### src/rtl/ice_uart_rx.sv
// ICE debug link UART receiver: 16x oversampled 8N1 deframer feeding a
// first-word-fall-through byte FIFO read by the command decoder.
module ice_uart_rx #(
    parameter int DEPTH_LOG2 = 4
) (
    input  logic       CLK,
    input  logic       RST,
    input  logic       serial_in,
    input  logic       en_16_x_baud,
    input  logic       read_buffer,
    input  logic       reset_buffer,
    output logic [7:0] data_out,
    output logic       buffer_data_present,
    output logic       buffer_half_full,
    output logic       buffer_full,
    output logic       framing_error,
    output logic       overrun
);
    localparam int DEPTH = 1 << DEPTH_LOG2;
    localparam int PW    = DEPTH_LOG2 + 1;

    typedef enum logic [2:0] {
        IDLE,
        START,
        DATA,
        STOP,
        BRK
    } state_t;

    // ------------------------------------------------------------------
    // Line synchronizer
    // ------------------------------------------------------------------
    logic rx_m;
    logic rx_s;

    always_ff @(posedge CLK) begin
        if (RST) begin
            rx_m <= 1'b1;
            rx_s <= 1'b1;
        end else begin
            rx_m <= serial_in;
            rx_s <= rx_m;
        end
    end

    // ------------------------------------------------------------------
    // Deframer
    // ------------------------------------------------------------------
    state_t     state;
    logic [3:0] cnt;
    logic [2:0] bit_idx;
    logic [7:0] shift;
    logic       push_req;

    // A good stop bit completes the byte on this very edge.
    assign push_req = en_16_x_baud && (state == STOP) && (cnt == 4'd15) && rx_s;

    always_ff @(posedge CLK) begin
        if (RST) begin
            state         <= IDLE;
            cnt           <= 4'd0;
            bit_idx       <= 3'd0;
            shift         <= 8'h00;
            framing_error <= 1'b0;
        end else begin
            framing_error <= 1'b0;
            if (en_16_x_baud) begin
                cnt <= cnt + 4'd1;
                unique case (state)
                    IDLE: begin
                        cnt <= 4'd0;
                        if (!rx_s) state <= START;
                    end
                    START: begin
                        if (cnt == 4'd7) begin
                            cnt     <= 4'd0;
                            bit_idx <= 3'd0;
                            state   <= rx_s ? IDLE : DATA;
                        end
                    end
                    DATA: begin
                        if (cnt == 4'd15) begin
                            shift   <= {rx_s, shift[7:1]};
                            bit_idx <= bit_idx + 3'd1;
                            if (bit_idx == 3'd7) begin
                                cnt   <= 4'd0;
                                state <= STOP;
                            end
                        end
                    end
                    STOP: begin
                        if (cnt == 4'd15) begin
                            if (rx_s) begin
                                state <= IDLE;
                            end else begin
                                framing_error <= 1'b1;
                                state         <= BRK;
                            end
                        end
                    end
                    BRK: begin
                        // Wait out a held-low line before hunting for a start bit.
                        cnt <= 4'd0;
                        if (rx_s) state <= IDLE;
                    end
                    default: state <= IDLE;
                endcase
            end
        end
    end

    // ------------------------------------------------------------------
    // FIFO
    // ------------------------------------------------------------------
    logic [PW-1:0] wr_ptr;
    logic [PW-1:0] rd_ptr;
    logic [PW-1:0] count;
    logic [7:0]    mem [DEPTH];
    logic          empty;
    logic          full;
    logic          pop;
    logic          push;

    assign count = wr_ptr - rd_ptr;
    assign empty = (count == '0);
    assign full  = (count == PW'(DEPTH));
    assign pop   = read_buffer && !empty;
    // A simultaneous pop frees the slot, so a full FIFO can still accept.
    assign push  = push_req && (!full || pop);

    always_ff @(posedge CLK) begin
        if (RST) begin
            wr_ptr  <= '0;
            rd_ptr  <= '0;
            overrun <= 1'b0;
        end else begin
            overrun <= push_req && full && !pop && !reset_buffer;
            if (reset_buffer) begin
                wr_ptr <= '0;
                rd_ptr <= '0;
            end else begin
                if (push) wr_ptr <= wr_ptr + PW'(1);
                if (pop)  rd_ptr <= rd_ptr + PW'(1);
            end
        end
    end

    always_ff @(posedge CLK) begin
        if (push && !reset_buffer) mem[wr_ptr[DEPTH_LOG2-1:0]] <= shift;
    end

    assign buffer_data_present = !empty;
    assign buffer_half_full    = (count >= PW'(DEPTH / 2));
    assign buffer_full         = full;
    assign data_out            = empty ? 8'h00 : mem[rd_ptr[DEPTH_LOG2-1:0]];

endmodule

### config.mk
export PLATFORM = sky130hd
export DESIGN_NAME = ice_uart_rx
export DESIGN_NICKNAME = d
export VERILOG_FILES = /design/src/rtl/ice_uart_rx.sv
export SDC_FILE = /design/constraint.sdc
export NUM_CORES = 1
export LEC_CHECK = 0
export ABC_AREA = 1
export CORE_MARGIN = 4
export CORE_UTILIZATION = 50
export CTS_BUF_LIST = sky130_fd_sc_hd__clkbuf_16
export CTS_CLUSTER_SIZE = 8
export DETAILED_ROUTE_END_ITERATION = 7
export PLACE_DENSITY = 0.74
export SETUP_SLACK_MARGIN = 0.05
export SYNTH_ARGS = -nofsm -noshare
export SYNTH_HDL_FRONTEND = slang
export SYNTH_SLANG_ARGS = --single-unit
### constraint.sdc
create_clock -name CLK -period 2.55 [get_ports CLK]
set_clock_uncertainty 0.05 [all_clocks]
set_input_delay 0.255 -clock CLK [delete_from_list [all_inputs] [get_ports CLK]]
set_output_delay 0.255 -clock CLK [all_outputs]
set_load 0.01 [all_outputs]
==> summary.txt, run 1 <==
Worst setup path
  • CP max-delay cell: dfxtp_2
  • CP Launch Type: flip-flop
  • Setup CP Type: flip-flop to output pin
  • Worst path cell trace: inv_2 > ha_4 > nand2_2 > nand2_2 > nand2_2 > nand2_1 > nand2_2 > nand2_4 > inv_8 > nand2_4 > buf_6 > nand2_1 > a31oi_1 > buf_2
  • Worst Reg-to-Reg Cells: 12
  • CP top delay family: simple AND/OR/NAND/NOR gates
  • Cell mode on critical path: nand2_2
  • Crit end category: output pin
  • Buf+Inv Stages, Crit Path: 4
  • CP Max Fanout: 4
  • Arr. time, crit path: about 2300 ps
  • Worst path max stage delay: ~360 ps
  • Req. time, crit path: around 2300 ps
  • Number of stages on the worst setup path: 14

Logic synthesis
  • Cells after Synth: 664
  • Synth top area share: 55.1%
  • Sequential area share after synthesis: around 65%
  • Count leader, synth: nand2_1
  • Post-synth top cells: nand2_1, edfxtp_1, nand3_1
  • Ys flop type: edfxtp_1
  • Compound-Gate Fraction of Synth Area: 7.55%
  • Post-synth EDFFs: between 100 and 150
  • Syn Nets: between 600 and 700
  • Warnings from Yosys: 0
  • Post-synth cell types: 31
  • Synth Register Bits: roughly 160
  • Post-synthesis mux area share: 0%
  • Area contributors post-synth: edfxtp_1, dfxtp_1, nand2_1
  • Post-synthesis adder-cell area fraction: between 2 and 2.5%
  • Xor/xnor share of the synthesized area: 1.00%
  • Leading area contributor after synthesis: edfxtp_1
  • Largest family of logic cells by synthesized area: simple AND/OR/NAND/NOR gates
  • Ys async rst share: 0%
  • Mean Syn Cell Area: 10.5 um^2
  • Simple-gate share of the synthesized area: between 10% and 20%
  • Post-Syn Area: 6980 um^2

Route
  • Drc violations: 0
  • Initial DRC count: 507
  • Drt wl/cell: 18.3 um
  • 1st-pass router iterations: 7
  • Vias: around 5000
  • DRT antenna net count: 0
  • Avg Vias per Cell: between 5 and 6
  • Drt total wl: about 16000 um

Clock network
  • Clk_lat worst skew: ~430 ps
  • Max clock buf depth: 2
  • Root Driver: clkbuf_16
  • Clock Pin Slew Worst Setup and Hold Paths: 60 ps
  • Clock Sinks: 164
  • Htree depth: 4
  • CTS Hold Bufs: 0
  • CTS tree: yes
  • CTS Buf Count: 17

Power and ir drop
  • Comb pwr share: roughly 4.2%
  • Clock network fraction of design power: 42.4%
  • Maximum VDD drop: approximately 0.00047 V
  • Switch share: between 20 and 25%
  • Power share of the sequential group: 53.4%
  • Pwr Total: about 5.4 mW
  • Leakage: 3.09 nW
  • PD cells: 661 nW/um^2
  • Cell-internal power: approximately 4.2 mW
  • Switch Pwr: between 1 and 1.5 mW

Finish
  • Number of diodes: 0
  • Layout cells sized above 1: 16.5%
  • Synth-to-Final Area Change: 17.3%
  • Post-Layout Cell Count: ~900
  • Final Cell Area: between 8000 and 9000 um^2
  • Nets: 731

GRT
  • Total GRT Usage: about a fifth
  • Initial antenna violation count: 0
  • Largest net degree at the start of global routing: slightly above 40
  • First-pass GRT wire length: 25700 um
  • Vias in the first global route: between 4000 and 5000
  • Remaining Overflow, GRT: 0

Timing
  • # setup viols final: 1
  • Max-slew violations: 0
  • Fin crit share: 100%
  • Slew margin rel.: about half
  • Final worst slack: -1.14 ps
  • Fmax: 392 MHz
  • Worst-Margin Slew: 749 ps
  • RSZ-0062 raised after global routing: true
  • Endpoints failing hold: 0
  • Fin crit period: ~2600 ps
  • Final setup TNS: -1.14 ps

Run
  • MaxCap Viol Count: 0

Placed design
  • Area post-placement: 7510 um^2
  • Placed wire-length estimate: 10200 um
  • Port bufs: 18
  • Inst Count DP: between 800 and 900
  • Placer Congestion: just over 0.9

Min path
  • Cells on Worst Hold Path: 2
  • Hold Path Class: input port to flip-flop

Die
  • Die height: about 130 um
  • I/O pin total: 19
  • Core area: 13500 um^2
  • Initial core utilization: about half
  • Die area: ~16000 um^2
  • Die X: between 100 and 150 um
  • Standard-cell rows: 42

Run status
  • Status: finished with violations
  • Violated checks: negative setup slack
layer usage:
layer  share of wire, %  vias up  track usage (%)
met3                8.1       34             6.01
met4                2.4        0             8.71
li1                   -     2407                -
met1                 42     2402             27.8
met5                  0        -                0
met2                 48      228             33.0
timing repair:
item	4_1_cts	5_1_grt
endpoints found under the setup margin	11	139
hold endpoints to repair	0	0
buffers inserted	3	6
pin swaps	5	8
cloned	1	0
resized for setup	52	23
power groups by stage:
stage / Sequential, mW / Clock [mW] / Combinational (mW)
6_report: 2.89 / 2.29 / 0.230
5_1_grt: 2.89 / 2.44 / 0.251
4_1_cts: 2.89 / 2.32 / 0.225
3_5_place_dp: 2.95 / 0 / 0.222
3_3_place_gp: 2.94 / 0 / 0.209
2_1_floorplan: 2.94 / 0 / 0.175
sequential cells by signal, summed over array words and instances, names as in the netlist, named ones only:
register,cells
cnt,4
framing_error,1
rx_m,1
overrun,1
bit_idx,3
shift,8
rd_ptr,5
rx_s,1
mem,128
state,3
wr_ptr,5
metrics by stage:
stage	hold WS (ps)	utilization, %	worst slack, ps
global placement	344	55.8	114
detailed placement	352	55.8	-109
finish	337	60.8	-1.14
floorplan	309	-	207
CTS	321	60.2	48.3
global route	321	60.8	-83.3
cell type report:
cell class	instances	area, um^2
Clock buffer	17	425
Clock inverter	15	98.8
Fill cell	1074	5270
Inverter	42	165
Multi-Input combinational cell	426	2210
Sequential cell	164	4580
Tap cell	176	220
Timing Repair Buffer	62	494
placed cells by master (no fill, tap or decap), types with 2 or more instances in the layout:
| cell | count |
|---|---|
| dfxtp_2 | 6 |
| o21ai_0 | 16 |
| nor2_1 | 36 |
| a22oi_1 | 12 |
| clkinvlp_4 | 3 |
| ha_4 | 3 |
| xor2_1 | 5 |
| clkbuf_16 | 17 |
| inv_1 | 35 |
| a21oi_1 | 57 |
| inv_2 | 7 |
| clkdlybuf4s50_1 | 7 |
| buf_2 | 8 |
| nand3_1 | 83 |
| a31oi_2 | 2 |
| nor3_1 | 4 |
| nand2_4 | 3 |
| nor2_4 | 3 |
| xnor2_1 | 3 |
| edfxtp_1 | 128 |
| buf_4 | 41 |
| nand2_2 | 6 |
| buf_12 | 2 |
| dfxtp_1 | 29 |
| nand3_2 | 3 |
| or2_2 | 2 |
| nand4_1 | 4 |
| clkinv_2 | 4 |
| ha_1 | 9 |
| a31oi_1 | 7 |
| nand2_1 | 160 |
| clkinv_1 | 6 |
path summary, 6_finish.rpt:
kind / from / to / slack (ps)
worst max-delay path: rd_ptr[1]$_SDFFE_PP0N_ / data_out[7] / -1
worst min-delay path: serial_in / rx_m$_SDFF_PP1_ / 340
worst max register to register: rd_ptr[1]$_SDFFE_PP0N_ / mem[1][2]$_DFFE_PP_ / 130
worst min register to register: rx_m$_SDFF_PP1_ / rx_s$_SDFF_PP1_ / 360
logic make-up after synthesis:
logic type	Yosys count
AND/OR/NAND/NOR	309
adder cells (fa/ha/maj)	12
AO/OA/AOI/OAI	96
XOR/XNOR	8
buffers and inverters	75
flip-flops	164
(Power assumes the default switching activity.)
==> run 2: changes to the inputs <==
--- a/config.mk
+++ b/config.mk
@@ -13,6 +13,8 @@
 export DETAILED_ROUTE_END_ITERATION = 7
 export PLACE_DENSITY = 0.74
 export SETUP_SLACK_MARGIN = 0.05
+export SLEW_MARGIN = 5
 export SYNTH_ARGS = -nofsm -noshare
 export SYNTH_HDL_FRONTEND = slang
 export SYNTH_SLANG_ARGS = --single-unit
+export TNS_END_PERCENT = 20
==> run 2 against run 1 <==
Net effect: the run now ends clean; sequential cell count unchanged; sequential power about the same; design area increased by 0.12%; highest routed layer unchanged; wire length about the same; utilization increased by 0.074 points; non-clock buffer count decreased by 2; sequential share of layout area decreased by 0.099 points; first-iteration DRC count increased by 4.5%; combinational power about the same; clock power about the same; global-route usage about the same; total power decreased by 0.18%.
==> summary.txt, run 2 (synthesized netlist as in run 1, its figures left out) <==
Timing
  • Worst-Margin Slew: 760 ps (+10.6 ps)
  • Fmax: 400 MHz (+2.0%)
  • RSZ-0062 raised after global routing: true
  • Slew margin rel.: 49.3% (-0.71 points)
  • Endpoints failing hold: 0 (unchanged)
  • Hold slack final: 339 ps (+1.65 ps)
  • # setup viols final: 0 (-1)
  • Fin crit period: 2500 ps (-50.1 ps)
  • Final setup TNS: 0 ps (+1.14 ps)
  • Fin crit share: 98.1% (-2.0 points)
  • Max-slew violations: 0 (unchanged)

Power and ir drop
  • Maximum VDD drop: 0.000472 V (-0.53%)
  • Leakage: 3.09 nW (+0.17%)
  • Switch Pwr: 1.15 mW (-0.92%)
  • Switch share: 21.3% (-0.16 points)
  • PD cells: 659 nW/um^2 (-0.30%)
  • Power share of the sequential group: 53.5% (about the same)
  • Comb pwr share: 4.2% (about the same)
  • Clock network fraction of design power: 42.3% (about the same)
  • Cell-internal power: 4.25 mW (about the same)
  • Pwr Total: 5.40 mW (-0.18%)

Finish
  • Synth-to-Final Area Change: 17.5%
  • Final Cell Area: 8200 um^2 (+0.12%)
  • Nets: 729 (-0.27%)
  • Number of diodes: 0 (unchanged)
  • Final Core Density: 60.9% (+0.074 points)
  • Most frequent cells in the layout: nand2_1, edfxtp_1, nand3_1, a21oi_1, buf_4
  • Max reg flops: 128 (unchanged)
  • Layout cells sized above 1: 16.6% (+0.046 points)
  • Commonest non-fill, non-tap cell in the layout: nand2_1

Clock network
  • Clock Pin Slew Worst Setup and Hold Paths: 60 ps (about the same)
  • Clock Sinks: 164 (unchanged)
  • Htree depth: 4 (unchanged)
  • CTS Hold Bufs: 0 (unchanged)
  • CTS Buf Count: 17 (unchanged)
  • Root Driver: clkbuf_16
  • CTS tree: yes
  • Max clock buf depth: 2 (unchanged)
  • Clk_lat worst skew: 430 ps (about the same)

Worst setup path
  • Setup crit start: rd_ptr[1]$_SDFFE_PP0N_
  • CP Launch Type: flip-flop
  • Worst path max stage delay: 360 ps (about the same)
  • Reg-to-reg startpoint: rd_ptr[1]$_SDFFE_PP0N_
  • CP max-delay cell: dfxtp_2
  • Setup CP Type: flip-flop to output pin
  • Crit end category: output pin
  • Worst path cell trace: inv_2 > ha_4 > nand2_2 > nand2_2 > nand2_2 > nand2_1 > nand2_1 > nand2_2 > inv_6 > nand2_4 > nand2_1 > a31oi_1 > buf_2
  • CP Max Fanout: 4 (unchanged)
  • Req. time, crit path: 2250 ps (about the same)
  • Reg2reg end: mem[1][2]$_DFFE_PP_
  • Cell mode on critical path: nand2_2
  • Setup slack, reg-to-reg: 100 ps (-30 ps)
  • Worst Reg-to-Reg Cells: 13 (+1)
  • Arr. time, crit path: 2200 ps (-50 ps)

Route
  • Drt wl/cell: 18.3 um (+0.19%)
  • DRT antenna net count: 0 (unchanged)
  • 1st-pass router iterations: 8 (+1)
  • Avg Vias per Cell: 5.63 (about the same)
  • Drc violations: 0 (unchanged)
  • Initial DRC count: 530 (+4.5%)
  • Vias: 5063 (-0.16%)
  • Drt total wl: 16500 um (about the same)

Placed design
  • Area post-placement: 7510 um^2 (unchanged)
  • Port bufs: 18 (unchanged)
  • Placed wire-length estimate: 10200 um (unchanged)
  • Placer Congestion: 0.930 (unchanged)

Die
  • Initial core utilization: 51.9% (unchanged)
  • Core area: 13500 um^2 (unchanged)
  • Die X: 126 um (unchanged)
  • Die area: 15900 um^2 (unchanged)
  • I/O pin total: 19 (unchanged)
  • Standard-cell rows: 42 (unchanged)
  • Die height: 126 um (unchanged)

GRT
  • Vias in the first global route: 4809 (-0.21%)
  • Remaining Overflow, GRT: 0 (unchanged)
  • Largest net degree at the start of global routing: 41 (unchanged)
  • Initial antenna violation count: 0 (unchanged)
  • Total GRT Usage: 21.0% (-0.027 points)
  • First-pass GRT wire length: 25600 um (-0.19%)

Min path
  • Hold path endpoint: rx_m$_SDFF_PP1_
  • Hold Crit Start: serial_in
  • Cells on Worst Hold Path: 2 (unchanged)
  • Hold Path Class: input port to flip-flop

Run status
  • Status: complete, no violations

Run
  • MaxCap Viol Count: 0 (unchanged)
[run 2: cell types whose count changed in the layout (fill, tap and decap cells not counted), moves of 2 or more]
cell and delta:
nand2_4 -2, nand3_2 -2, nand2_2 +2, a21oi_2 +2, nand3_4 +2, buf_4 -3
[run 2: cell type report]
cell class	instances	area [um^2]
multi-input combinational	426	2230
inverter	42	163
timing repair buffer	60	489
tap	176	220
fill	1071	5260
sequential	164	4570
clock inverter	15	98.8
clock buffer	17	425
[run 2: power by group through the flow]
stage | registers, mW | logic, mW | clock network, mW
2_1_floorplan | 2.94 | 0.175 | 0
3_3_place_gp | 2.94 | 0.209 | 0
3_5_place_dp | 2.95 | 0.222 | 0
4_1_cts | 2.89 | 0.225 | 2.32
5_1_grt | 2.89 | 0.251 | 2.44
6_report | 2.89 | 0.228 | 2.29
[run 2: worst max path at each step]
stage	end	slack [ps]	cells past startpoint
6_report	data_out[7]	50	13
5_1_grt	data_out[7]	-40	13
4_1_cts	buffer_data_present	20	9
3_3_place_gp	data_out[3]	110	12
2_1_floorplan	mem[15][0]$_DFFE_PP_	210	9
3_5_place_dp	data_out[6]	-110	12
[run 2: per-layer routing]
metal	global-route usage [%]	wire length, um	up-vias
met4	8.90	431	0
met1	27.8	6940	2404
met5	0	0	-
li1	-	-	2399
met3	5.97	1240	36
met2	32.7	7850	224
[run 2: what timing repair did]
action,in CTS,in global routing
endpoints found under the setup margin,11,139
endpoints found under the hold margin,0,0
resized for setup,50,25
pin swaps,4,11
cloned,1,0
buffers inserted,2,5
[run 2: through the flow]
step,setup slack [ps],std cells
after floorplan,207,664
after global placement,114,860
after detailed placement,-109,860
after CTS,18.1,895
after global routing,-36.6,900
final,48.9,900
[run 2: worst max-delay path, delay by kind of cell, from the launching register on]
kind | cells | cell delay, ps
flops | 1 | 360
simple gates | 8 | 670
compound gates | 1 | 170
buf+inv | 3 | 280
fa+ha+maj | 1 | 270
==> RTL change: new RTL, settings of run 1 <==
Register the output `overrun` once more, cleared by the reset; this adds one clock of latency there. The other outputs are not delayed to match.
--- a/src/rtl/ice_uart_rx.sv
+++ b/src/rtl/ice_uart_rx.sv
@@ -26,6 +26,8 @@
         STOP,
         BRK
     } state_t;
+
+    logic overrun_s0;
 
     // ------------------------------------------------------------------
     // Line synchronizer
@@ -132,9 +134,9 @@
         if (RST) begin
             wr_ptr  <= '0;
             rd_ptr  <= '0;
-            overrun <= 1'b0;
+            overrun_s0 <= 1'b0;
         end else begin
-            overrun <= push_req && full && !pop && !reset_buffer;
+            overrun_s0 <= push_req && full && !pop && !reset_buffer;
             if (reset_buffer) begin
                 wr_ptr <= '0;
                 rd_ptr <= '0;
@@ -154,5 +156,13 @@
     assign buffer_full         = full;
     assign data_out            = empty ? 8'h00 : mem[rd_ptr[DEPTH_LOG2-1:0]];
 
+    always_ff @(posedge CLK) begin
+        if (RST) begin
+            overrun <= '0;
+        end else begin
+            overrun <= overrun_s0;
+        end
+    end
+
 endmodule
 
Behaviour: no difference found for any inputs over 10 cycles, from zero or initial values and one cycle with RST high; that may be too few to reach the edited logic, so the function may still have changed.
==> RTL change against run 1 <==
  * Cell area rose by 0.79%
  * Hold slack barely moved
  * Sequential share of layout area fell by 0.27 points
  * Setup slack improved by 0.079 ns
  * Wire length fell by 6.7%
  * Global-route usage fell by 0.95 points
  * Highest routed layer unchanged
  * Sequential cell count rose by 1
  * Total power rose by 8.7%
  * Area after synthesis rose by 0.52%
==> RTL change: results (changes against run 1) <==
The flow ran to the end, and the final reports show no timing, DRC or antenna violations. The adder-cell share of the synthesized area came out at 2.141% (-0.011 points). The arrival time reported for the critical path endpoint came out at 2.17 ns (-0.08 ns). The worst hold path begins at serial_in. By area the synthesized netlist is led by edfxtp_1, dfxtp_1, nand2_1. The reg-to-reg setup timing slack came out at 0.26 ns (+0.13 ns). The cell count after placement came to 868 (+0.93%). The total power density per cell area is 712.9 nW/µm² (+7.8%).

The number of instances on the worst hold path is 2 (unchanged). The placer congestion estimate is 0.8851 (-4.8%). The cell count after synthesis came out at 665 (+0.15%). The hold slack came to 0.3375 ns (+0.00007500 ns). The final-stage net count came out at 729 (-0.27%). The compound-cell area share of the yosys netlist came out at 6.995% (-0.56 points). The via count of the first global-routing pass is 4944 (+2.6%). The number of enable-type register cells in the synthesized netlist is 128 (unchanged). The instance area after placement came out at 7556 µm² (+0.65%). The wire length per cell came out at 16.99 µm (-7.0%).

The pre-CTS worst setup slack came out at -0.06087 ns (+0.04839 ns). The worst voltage drop across the vdd grid is 0.4394 mV (-7.3%). The cell chosen for the clock root is clkbuf_16.

The placed wire-length estimate after detailed placement is 9936 µm (-2.3%). The met1 wire length is 6334 µm (-8.0%). Among cell families on the critical path, the largest total delay comes from simple AND/OR/NAND/NOR gates. The vias after detailed routing came out at 4999 (-1.4%). The global router's overall resource usage came out at 20.11% (-0.95 points). The met3 wirelength from detailed routing came out at 1194 µm (-11%).

The share of synthesized area occupied by flip-flops and latches was 65.38% (about the same). For this run, the slowest stage of the critical path takes approximately 0.35 ns. The share of cells above drive strength 1 is 15.88% (-0.64 points). The post-layout instance count excluding filler cells came out at 904 (+0.22%).

The synthesized-area fraction occupied by xor and xnor cells came out at 0.9993% (-0.0052 points). In the synthesized netlist, the cells that appear most often are nand2_1, edfxtp_1, nand3_1. The post-route fraction of the period consumed by the critical path is 96.95% (-3.1 points). The detailed-routed wire length on met2 is 7282 µm (-7.1%).

The logic depth of the worst register-to-register path came out at 13 (+1). The reported leakage power came out at 3.318 nW (+7.5%). The violation count after the first detailed-routing iteration is 475 (-6.3%). The slew at the pin closest to its max-slew limit is 0.7385 ns (-0.01078 ns). In this run the critical register-to-register path is captured at mem[15][7]. The global-route wire length before repair is 24810 µm (-3.4%).

The largest net degree at the start of global routing is 33 (-20%). The length of the first detailed-routing pass in iterations is 5 (-2). The maximum fanout along the worst path is 5 (+1).

The number of warnings reported in the yosys synthesis log came out at 0 (unchanged). The synthesized net count came to 683 (+0.15%).
[RTL change: where the power goes]
group	internal (mW)	total (mW)	switching, mW	leakage [nW]
logic	0.0829	0.251	0.168	1.25
clock network	1.73	2.72	0.993	0.314
registers	2.88	2.91	0.0275	1.75
total	4.69	5.88	1.19	3.32
[RTL change: cell type report]
class	instances	area [µm²]
clock buffer	17	425.4
multi-input combinational	432	2212
timing repair buffer	57	442.9
fill	1108	5577
tap	180	225.2
clock inverter	15	210.2
inverter	38	145.1
sequential	165	4589
[RTL change: timing repair]
action	CTS	global route
cloned	1	0
hold buffers	0	0
buffers inserted	1	2
gates resized for setup	49	9
setup endpoints to repair	11	11
pin swaps	2	3
[RTL change: metal layers]
layer / global-route usage [%] / vias to the layer above
met2: 31.54 / 190
met4: 8.833 / 0
met1: 24.97 / 2355
met5: 0 / -
li1: - / 2410
met3: 7.621 / 44
